## src/rtl/blit_cmd_seq.sv

```systemverilog
// Queued blitter command sequencer: DEPTH-entry command FIFO feeding an outer-loop FSM.
// Optional busy-cycle counter on perf_dout is built only when BLIT_CMD_SEQ_PERF_EN is defined.
module blit_cmd_seq #(
  parameter int DEPTH  = 4,
  parameter int ICNT_W = 16,
  parameter int OCNT_W = 16
) (
  input  logic              sys_clk,
  input  logic              xreset_n,
  input  logic [31:0]       gpu_din,
  input  logic              cmdld,
  input  logic              countld,
  input  logic              stopld,
  input  logic              statrd,
  input  logic              indone,
  output logic [31:0]       cmd_out,
  output logic [ICNT_W-1:0] icount_out,
  output logic              cmd_strobe,
  output logic              instart,
  output logic              a_update,
  output logic              active,
  output logic              blit_int,
  output logic [31:0]       gpu_dout,
  output logic              gpu_dout_oe,
  output logic [31:0]       perf_dout,
  output logic [2:0]        dbg_state
);

  localparam int AW = $clog2(DEPTH);
  localparam int LW = AW + 1;

  typedef enum logic [2:0] {
    S_IDLE  = 3'd0,
    S_LOAD  = 3'd1,
    S_INNER = 3'd2,
    S_WAIT  = 3'd3,
    S_OUTER = 3'd4,
    S_DONE  = 3'd5
  } state_t;

  state_t            state;
  logic [31:0]       cmd_mem  [DEPTH];
  logic [ICNT_W-1:0] icnt_mem [DEPTH];
  logic [OCNT_W-1:0] ocnt_mem [DEPTH];
  logic [AW-1:0]     wr_ptr, rd_ptr;
  logic [LW-1:0]     level;
  logic [ICNT_W-1:0] stage_icnt;
  logic [OCNT_W-1:0] stage_ocnt, outer_rem;
  logic              overflow, aborted;
  logic              abort, fifo_empty, fifo_full, pop, push, idle;

  assign abort      = stopld & gpu_din[0];
  assign fifo_empty = (level == '0);
  assign fifo_full  = (level == LW'(DEPTH));
  // The head is consumed on the edge that enters LOAD; a full FIFO may accept a push on that edge.
  assign pop        = !abort && !fifo_empty && ((state == S_IDLE) || (state == S_DONE));
  assign push       = cmdld && !abort && (!fifo_full || pop);
  assign idle       = (state == S_IDLE) && fifo_empty;
  assign dbg_state  = state;

  always_ff @(posedge sys_clk) begin
    if (push) begin
      cmd_mem[wr_ptr]  <= gpu_din;
      icnt_mem[wr_ptr] <= stage_icnt;
      ocnt_mem[wr_ptr] <= stage_ocnt;
    end
  end

  always_ff @(posedge sys_clk or negedge xreset_n) begin
    if (!xreset_n) begin
      wr_ptr     <= '0;
      rd_ptr     <= '0;
      level      <= '0;
      stage_icnt <= '0;
      stage_ocnt <= '0;
      overflow   <= 1'b0;
      aborted    <= 1'b0;
    end else begin
      if (countld) begin
        stage_icnt <= gpu_din[ICNT_W-1:0];
        stage_ocnt <= gpu_din[16+OCNT_W-1:16];
      end
      if (abort) begin
        wr_ptr <= '0;
        rd_ptr <= '0;
        level  <= '0;
      end else begin
        if (push) wr_ptr <= wr_ptr + AW'(1);
        if (pop)  rd_ptr <= rd_ptr + AW'(1);
        if (push && !pop)      level <= level + LW'(1);
        else if (pop && !push) level <= level - LW'(1);
      end
      if (cmdld && !abort && fifo_full && !pop) overflow <= 1'b1;
      else if (statrd)                          overflow <= 1'b0;
      if (abort)      aborted <= 1'b1;
      else if (cmdld) aborted <= 1'b0;
    end
  end

  // cmd_strobe qualifies cmd_out/icount_out for exactly one cycle; downstream units sample
  // them on that cycle and there is no back-pressure. instart/indone pair the same way.
  always_ff @(posedge sys_clk or negedge xreset_n) begin
    if (!xreset_n) begin
      state      <= S_IDLE;
      cmd_out    <= '0;
      icount_out <= '0;
      outer_rem  <= '0;
      cmd_strobe <= 1'b0;
      instart    <= 1'b0;
      a_update   <= 1'b0;
      active     <= 1'b0;
      blit_int   <= 1'b0;
    end else begin
      cmd_strobe <= 1'b0;
      instart    <= 1'b0;
      a_update   <= 1'b0;
      blit_int   <= 1'b0;
      if (abort) begin
        state  <= S_IDLE;
        active <= 1'b0;
      end else begin
        case (state)
          S_IDLE: begin
            if (pop) begin
              state      <= S_LOAD;
              cmd_out    <= cmd_mem[rd_ptr];
              icount_out <= icnt_mem[rd_ptr];
              outer_rem  <= ocnt_mem[rd_ptr];
              cmd_strobe <= 1'b1;
              active     <= 1'b1;
            end
          end
          S_LOAD: begin
            if (icount_out == '0) begin
              state <= S_DONE;
            end else begin
              state   <= S_INNER;
              instart <= 1'b1;
            end
          end
          S_INNER: state <= S_WAIT;
          S_WAIT: begin
            if (indone) begin
              state     <= S_OUTER;
              outer_rem <= outer_rem - OCNT_W'(1);
              a_update  <= (outer_rem != OCNT_W'(1));
            end
          end
          S_OUTER: begin
            if (outer_rem == '0) begin
              state <= S_DONE;
            end else begin
              state   <= S_INNER;
              instart <= 1'b1;
            end
          end
          S_DONE: begin
            blit_int <= cmd_out[31];
            if (pop) begin
              state      <= S_LOAD;
              cmd_out    <= cmd_mem[rd_ptr];
              icount_out <= icnt_mem[rd_ptr];
              outer_rem  <= ocnt_mem[rd_ptr];
              cmd_strobe <= 1'b1;
            end else begin
              state  <= S_IDLE;
              active <= 1'b0;
            end
          end
          default: begin
            state  <= S_IDLE;
            active <= 1'b0;
          end
        endcase
      end
    end
  end

  assign gpu_dout_oe = statrd;
  assign gpu_dout    = statrd ? {16'(outer_rem), 7'd0, 5'(level), aborted, overflow, fifo_full, idle}
                              : 32'd0;

`ifdef BLIT_CMD_SEQ_PERF_EN
  logic [31:0] perf_cnt;

  always_ff @(posedge sys_clk or negedge xreset_n) begin
    if (!xreset_n)                    perf_cnt <= '0;
    else if (stopld && gpu_din[1])    perf_cnt <= '0;
    else if (active && perf_cnt != '1) perf_cnt <= perf_cnt + 32'd1;
  end

  assign perf_dout = perf_cnt;
`else
  assign perf_dout = 32'd0;
`endif

endmodule

```

## config.mk

```make
export PLATFORM = sky130hd
export DESIGN_NAME = blit_cmd_seq
export DESIGN_NICKNAME = d
export VERILOG_FILES = /design/src/rtl/blit_cmd_seq.sv
export SDC_FILE = /design/constraint.sdc
export NUM_CORES = 1
export LEC_CHECK = 0
export CORE_ASPECT_RATIO = 0.8
export CORE_MARGIN = 2
export CORE_UTILIZATION = 39
export DETAILED_ROUTE_END_ITERATION = 12
export SYNTH_ARGS = -nofsm -noshare
export SYNTH_HDL_FRONTEND = slang
export SYNTH_SLANG_ARGS = --single-unit
```

## constraint.sdc

```tcl
create_clock -name sys_clk -period 5.2 [get_ports sys_clk]
set_clock_uncertainty 0.15 [all_clocks]
set_input_delay 1.3 -clock sys_clk [delete_from_list [all_inputs] [get_ports sys_clk]]
set_output_delay 1.3 -clock sys_clk [all_outputs]
set_load 0.05 [all_outputs]
```

==> results.ini, run 1 <==
[grt]
antenna_found_initial = 1
grtUsageTotal = 0.160
grt_max_degree = 69
grt_pass1_wl_mm = 47.5
grt_pass1_vias = 7888
grt.overflow.total = 0

[die]
core-area_sq_um = 37000
pin_count = 160
die-area_sq_um = 39100
dieHeight_um = 177
die_w_um = 221
num_rows = 63
start_util = 0.395

[final_layout]
fill_cells = 3225
diodes = 0
drive_above_1_share = 0.169
fin_nets = 1088
register_area_sq_um = 10500
multi_input_area_sq_um = 3760
final_area_sq_um = 17500
final-instance-count-excl-fill = 1557
area_growth_pct = 19.6

[route]
highest_layer = met5
wl_per_cell_um = 19.5
dr.pass1.iters = 5
wl_met2_mm = 13.2
vias_per_cell = 5.07
drtIter0Drc = 509
routed-wl-met3_mm = 1.68
vias = 7895
drtAntennaViolNets = 0
wl_mm = 30.4
m1WireLength_mm = 14.9
drc = 0

[pwr]
powerDensity_nw_per_um2 = 607
ir_worst_vdd_mv = 0.387
power.leakage_uw = 0.00639

[clocking]
tritoncts = built
h-tree-depth = 2
cts-buffers-inserted = 38
postCtsSetupBuffers = 0
cts.path.max_buffers = 3
clk_pin_slew_ns = 0.06
clock_latency_ns = 0.53
postCtsHoldBufs = 0
cts_resized = 0
cts.sinks = 369
cts-root-buf = clkbuf_16

[yosys]
synthesis.area_sq_um = 14600
avgSynthCellArea_sq_um = 16.1
ys_seq_area_frac = 0.718
synth_edf_count = 256
syn-instance-count = 910
ys_seq_elements = 369
async_flop_share = 0.306
synth_area_leader_cell = edfxtp_1
ys_warn_count = 0
yosys_most_used_dff = edfxtp_1
synth_area_leaders = edfxtp_1 52%, dfrtp_1 19%, mux4_2 9.8%, nand2_1 4.4%, mux2_2 2.5%
yosysUniqueCellTypes = 61
synth_top_area_share = 0.525

[setup_path]
cp_slowest_cell = clkdlybuf4s50_1
crit_family = buffers and inverters
end_kind = output pin
crit_buf_inv = 2
r2r_start = dbg_state[2]$_DFFE_PN0P_
start_kind = input port
worstPathArrival_ns = 3.18
r2r_slack_ns = 1.91
path_class = in -> out
crit_fanout = 25
cp_data_required_time_ns = 3.75
worst_path_most_repeated_cell = clkdlybuf4s50_1
crit_path_max_incr_delay_ns = 0.83
r2r-end = level[2]$_DFFE_PN0P_
rr_worst_depth = 10
crit_chain = clkdlybuf4s50_1 > and3_1 > clkdlybuf4s50_1

[sta]
tightest_slew_ns = 1.02
min_period_ns = 4.63
report.final.setup_viol = 0
relSlewSlack = 0.323
fin_crit_sh = 0.890
max_freq_mhz = 216
whs_ns = 0.321
setup_tns_ns = 0
hold_viol = 0
grt_setup_unrepaired = no
slew_violations = 0

[flow_run]
drv_cap = 0

[worst_hold_path]
hold_end = cmd_out[7]$_DFFE_PN0P_
hp-class = reg -> reg
worstHoldStart = cmd_out[7]$_DFFE_PN0P_
min_path_cells = 2

[place]
post_dp_cell_area_sq_um = 16300
gp_congestion = 0.793
dp_cells = 1488
io_buffers = 118
place_hpwl_mm = 17.9

[status]
status = finished, final reports clean

-- worst max-delay path by stage --
stage / startpoint / end / slack (ns) / cells past startpoint
2_1_floorplan: stopld / cmd_mem[0][0]$_DFFE_PP_ / 1.08 / 4
3_3_place_gp: statrd / gpu_dout[1] / 0.64 / 3
3_5_place_dp: statrd / gpu_dout[1] / 0.54 / 3
4_1_cts: statrd / gpu_dout[1] / 0.54 / 3
5_1_grt: statrd / gpu_dout[1] / 0.42 / 3
6_report: statrd / gpu_dout[1] / 0.57 / 3
-- through the flow --
stage	utilization	worst slack, ns	power (uW)
final	0.473	0.573	10600
after CTS	0.473	0.537	10800
after floorplan	-	1.08	6820
after global placement	0.440	0.636	8020
after global routing	0.473	0.424	11200
after detailed placement	0.440	0.539	8050
-- synth_stat cells (8+ instances only) --
cell      number
nor3_1         8
edfxtp_1     256
nor4_1         8
dfrtp_1      113
nand2_1      170
o21ai_0       12
clkbuf_1      26
buf_2          8
inv_1         12
mux2_2        32
nor2_1        26
mux4_2        64
a21oi_1       19
buf_4         42
and2_1        27
-- registers in the layout, indices dropped and copies added (netlist names), 2 cells and up --
name	count
outer_rem	16
cmd_mem	128
stage_icnt	16
dbg_state	3
rd_ptr	2
stage_ocnt	16
icount_out	16
cmd_out	32
ocnt_mem	64
icnt_mem	64
wr_ptr	2
level	3
-- placed cells by master, fill, tap and decap left out, drive strengths merged, types with 3 or more instances in the layout --
master,netlist,final
mux2,32,32
nor3,8,8
inv,12,14
nor2,26,26
and2,28,28
clkdlybuf4s50,0,116
conb,1,41
o21ai,13,13
clkinv,1,8
ha,7,7
clkbuf,26,56
dfrtp,113,113
a21oi,19,19
and3,3,3
a211oi,7,7
nand2,171,171
mux4,64,64
a31oi,4,4
buf,57,18
o32ai,3,3
nand3,7,7
edfxtp,256,256
nor4,8,8
-- power by group --
group | switching (uW) | internal (uW) | total, uW | leakage, uW
registers | 458 | 3810 | 4270 | 0.00370
logic | 2330 | 1360 | 3680 | 0.00209
clock network | 1090 | 1580 | 2680 | 0.000594
-- metal layers --
metal  track usage  vias to the layer above
li1              -                     3562
met1         0.244                     4058
met2         0.234                      226
met3        0.0338                       47
met4        0.0392                        2
met5             0                        -
-- worst reg2reg max path, cell delays in order (launching register included) --
cell,delay (ns)
dfrtp_1,0.58
xor2_1,0.29
or2_2,0.50
a31oi_1,0.16
buf_4,0.19
and2_1,0.17
fa_1,0.41
nor2b_1,0.18
nand2_1,0.09
a32o_1,0.27
o21a_1,0.18
-- logic make-up (layout without fill, tap and decap cells) --
family | after synthesis | after routing | share of synthesized area
fa+ha+maj | 8 | 8 | 0.00735
simple gates | 267 | 267 | 0.0811
mux | 98 | 98 | 0.124
other cells | 1 | 41 | 0.000256
compound gates | 67 | 67 | 0.0302
flops | 369 | 369 | 0.718
buf+inv | 96 | 216 | 0.0366
xor+xnor | 4 | 4 | 0.00239
-- cell type report --
type | count | area share
sequential | 369 | 0.600
tap | 487 | 0.0348
clock inverter | 13 | 0.00671
clock buffer | 56 | 0.0635
multi-input combinational | 485 | 0.214
inverter | 13 | 0.00278
timing repair buffer | 134 | 0.0774
(Power assumes the default switching activity.)
==> run 2, diff against run 1 <==
==> constraint.sdc (replaced) <==
create_clock -name sys_clk -period 4.5 [get_ports sys_clk]
set_clock_uncertainty 0.15 [all_clocks]
set_input_delay 1.125 -clock sys_clk [delete_from_list [all_inputs] [get_ports sys_clk]]
set_output_delay 1.125 -clock sys_clk [all_outputs]
set_load 0.05 [all_outputs]
==> results.ini, run 2 (same netlist as run 1, synthesis figures left out) <==
[grt]
antenna_found_initial = 1  ; unchanged
grt.overflow.total = 0  ; unchanged
grtUsageTotal = 0.161  ; was 0.160
grt_max_degree = 58  ; was 69
grt_pass1_wl_mm = 47.9  ; was 47.5 mm
grt_pass1_vias = 7995  ; was 7888

[route]
wl_per_cell_um = 19.7  ; was 19.5 um
wl_mm = 30.9  ; was 30.4 mm
vias_per_cell = 5.11  ; was 5.07
drtAntennaViolNets = 0  ; unchanged
drc = 0  ; unchanged
drtIter0Drc = 562  ; was 509
vias = 7997  ; was 7895
dr.pass1.iters = 5  ; unchanged

[place]
io_buffers = 118  ; unchanged
place_hpwl_mm = 18.5  ; was 17.9 mm
gp_congestion = 0.813  ; was 0.793

[die]
core-area_sq_um = 37000  ; unchanged
num_rows = 63  ; unchanged
die_w_um = 221  ; unchanged
die-area_sq_um = 39100  ; unchanged
pin_count = 160  ; unchanged
start_util = 0.395  ; unchanged
dieHeight_um = 177  ; unchanged

[clocking]
clk_pin_slew_ns = 0.06  ; about the same
h-tree-depth = 2  ; unchanged
tritoncts = built  ; unchanged
cts_resized = 0  ; unchanged
cts-root-buf = clkbuf_16  ; unchanged
postCtsHoldBufs = 0  ; unchanged
cts.sinks = 369  ; unchanged
postCtsSetupBuffers = 0  ; unchanged
clock_latency_ns = 0.54  ; was 0.53 ns
cts-buffers-inserted = 39  ; was 38
cts.path.max_buffers = 3  ; unchanged

[sta]
max_freq_mhz = 272
tightest_slew_ns = 1.11  ; was 1.02 ns
report.final.setup_viol = 0  ; unchanged
grt_setup_unrepaired = no  ; unchanged
relSlewSlack = 0.263  ; was 0.323
min_period_ns = 3.68
fin_crit_sh = 0.817
whs_ns = 0.322  ; was 0.321 ns
slew_violations = 0  ; unchanged
hold_viol = 0  ; unchanged
setup_tns_ns = 0  ; unchanged

[worst_hold_path]
min_path_cells = 2  ; unchanged
hp-class = reg -> reg  ; unchanged

[flow_run]
drv_cap = 0  ; unchanged

[setup_path]
path_class = in -> out  ; unchanged
crit_fanout = 2  ; was 25
crit_family = buffers and inverters  ; unchanged
cp.depth = 2  ; was 3
cp_slowest_cell = clkdlybuf4s50_1  ; unchanged
worstPathArrival_ns = 2.40  ; was 3.18 ns
worst_path_most_repeated_cell = clkdlybuf4s50_1  ; unchanged
rr_worst_depth = 10  ; unchanged
end_kind = output pin  ; unchanged
crit_chain = clkdlybuf4s50_1 > clkdlybuf4s50_1  ; was clkdlybuf4s50_1 > and3_1 > clkdlybuf4s50_1
crit_path_max_incr_delay_ns = 0.80  ; was 0.83 ns
cp_data_required_time_ns = 3.22  ; was 3.75 ns
crit_buf_inv = 2  ; unchanged
start_kind = input port  ; unchanged

[final_layout]
largestRegisters = cmd_mem: 128 flops, icnt_mem: 64 flops, ocnt_mem: 64 flops  ; unchanged
drive_above_1_share = 0.196  ; was 0.169
largest_register_ff_count = 128  ; unchanged
layout_commonest_cell = edfxtp_1  ; unchanged
area_growth_pct = 19.6  ; about the same
fill_cells = 3211  ; was 3225
fin_nets = 1094  ; was 1088
largest_register = cmd_mem  ; unchanged
final_cell_mix = 256 x edfxtp_1, 170 x nand2_1, 111 x dfrtp_1, 93 x clkdlybuf4s50_1, 64 x mux4_2  ; was 256 x edfxtp_1, 170 x nand2_1, 116 x clkdlybuf4s50_1, 111 x dfrtp_1, 64 x mux4_2

[pwr]
ir_worst_vdd_mv = 0.402  ; was 0.387 mV
powerDensity_nw_per_um2 = 701  ; was 607 nW/um^2
power.leakage_uw = 0.00646  ; was 0.00639 uW

[status]
status = finished, final reports clean  ; unchanged

==> run 2: cell types whose count changed in the layout (fill, tap and decap cells not counted), sizes merged <==
cell / before / now
clkinv: 8 / 10
buf: 18 / 46
clkbuf: 56 / 57
clkdlybuf4s50: 116 / 93
diode: 0 / 1
clkinvlp: 2 / 1
==> run 2: where the power goes <==
group          total, uW  switching, uW  leakage (uW)  internal, uW
registers           4970            565       0.00370          4410
clock network       3080           1290      0.000598          1790
logic               4230           2670       0.00215          1570
==> run 2: worst paths after layout <==
kind | startpoint | slack [ns] | to
worst max-delay path | statrd | 0.82 | gpu_dout_oe
worst min-delay path | cmd_out[8]$_DFFE_PN0P_ | 0.32 | cmd_out[8]$_DFFE_PN0P_
worst min register to register | cmd_out[8]$_DFFE_PN0P_ | 0.32 | cmd_out[8]$_DFFE_PN0P_
worst max register to register | dbg_state[2]$_DFFE_PN0P_ | 1.30 | level[2]$_DFFE_PN0P_
max in group asynchronous | xreset_n | 2.80 | cmd_out[22]$_DFFE_PN0P_
min in group asynchronous | xreset_n | 0.55 | a_update$_DFF_PN0_
==> run 2: cell type report <==
type                    instances  area (sq um)  share of cell area
flip-flops and latches        369         10500               0.600
clock buffers                  57          1070              0.0613
inverters                      13          48.8             0.00279
well taps                     487           609              0.0348
repair buffers                139          1350              0.0770
diodes                          1          2.50            0.000143
multi-input cells             485          3760               0.215
clock inverters                14           158             0.00900
==> run 2: through the flow <==
step	cells	setup WS (ns)	utilization	area, sq um	total power, uW
finish	1565	0.822	0.473	17500	12300
global route	1564	0.784	0.473	17500	13000
CTS	1564	0.814	0.473	17500	12400
detailed placement	1493	0.519	0.440	16300	9320
global placement	1493	0.572	0.440	16300	9270
floorplan	950	0.559	-	14800	7880
==> run 2: per-layer routing <==
layer | up-vias | share of wire | track usage
met5 | - | 0 | 0
met1 | 4138 | 0.48 | 0.244
met3 | 43 | 0.056 | 0.0324
met2 | 220 | 0.44 | 0.241
li1 | 3596 | - | -
met4 | 0 | 0.015 | 0.0372
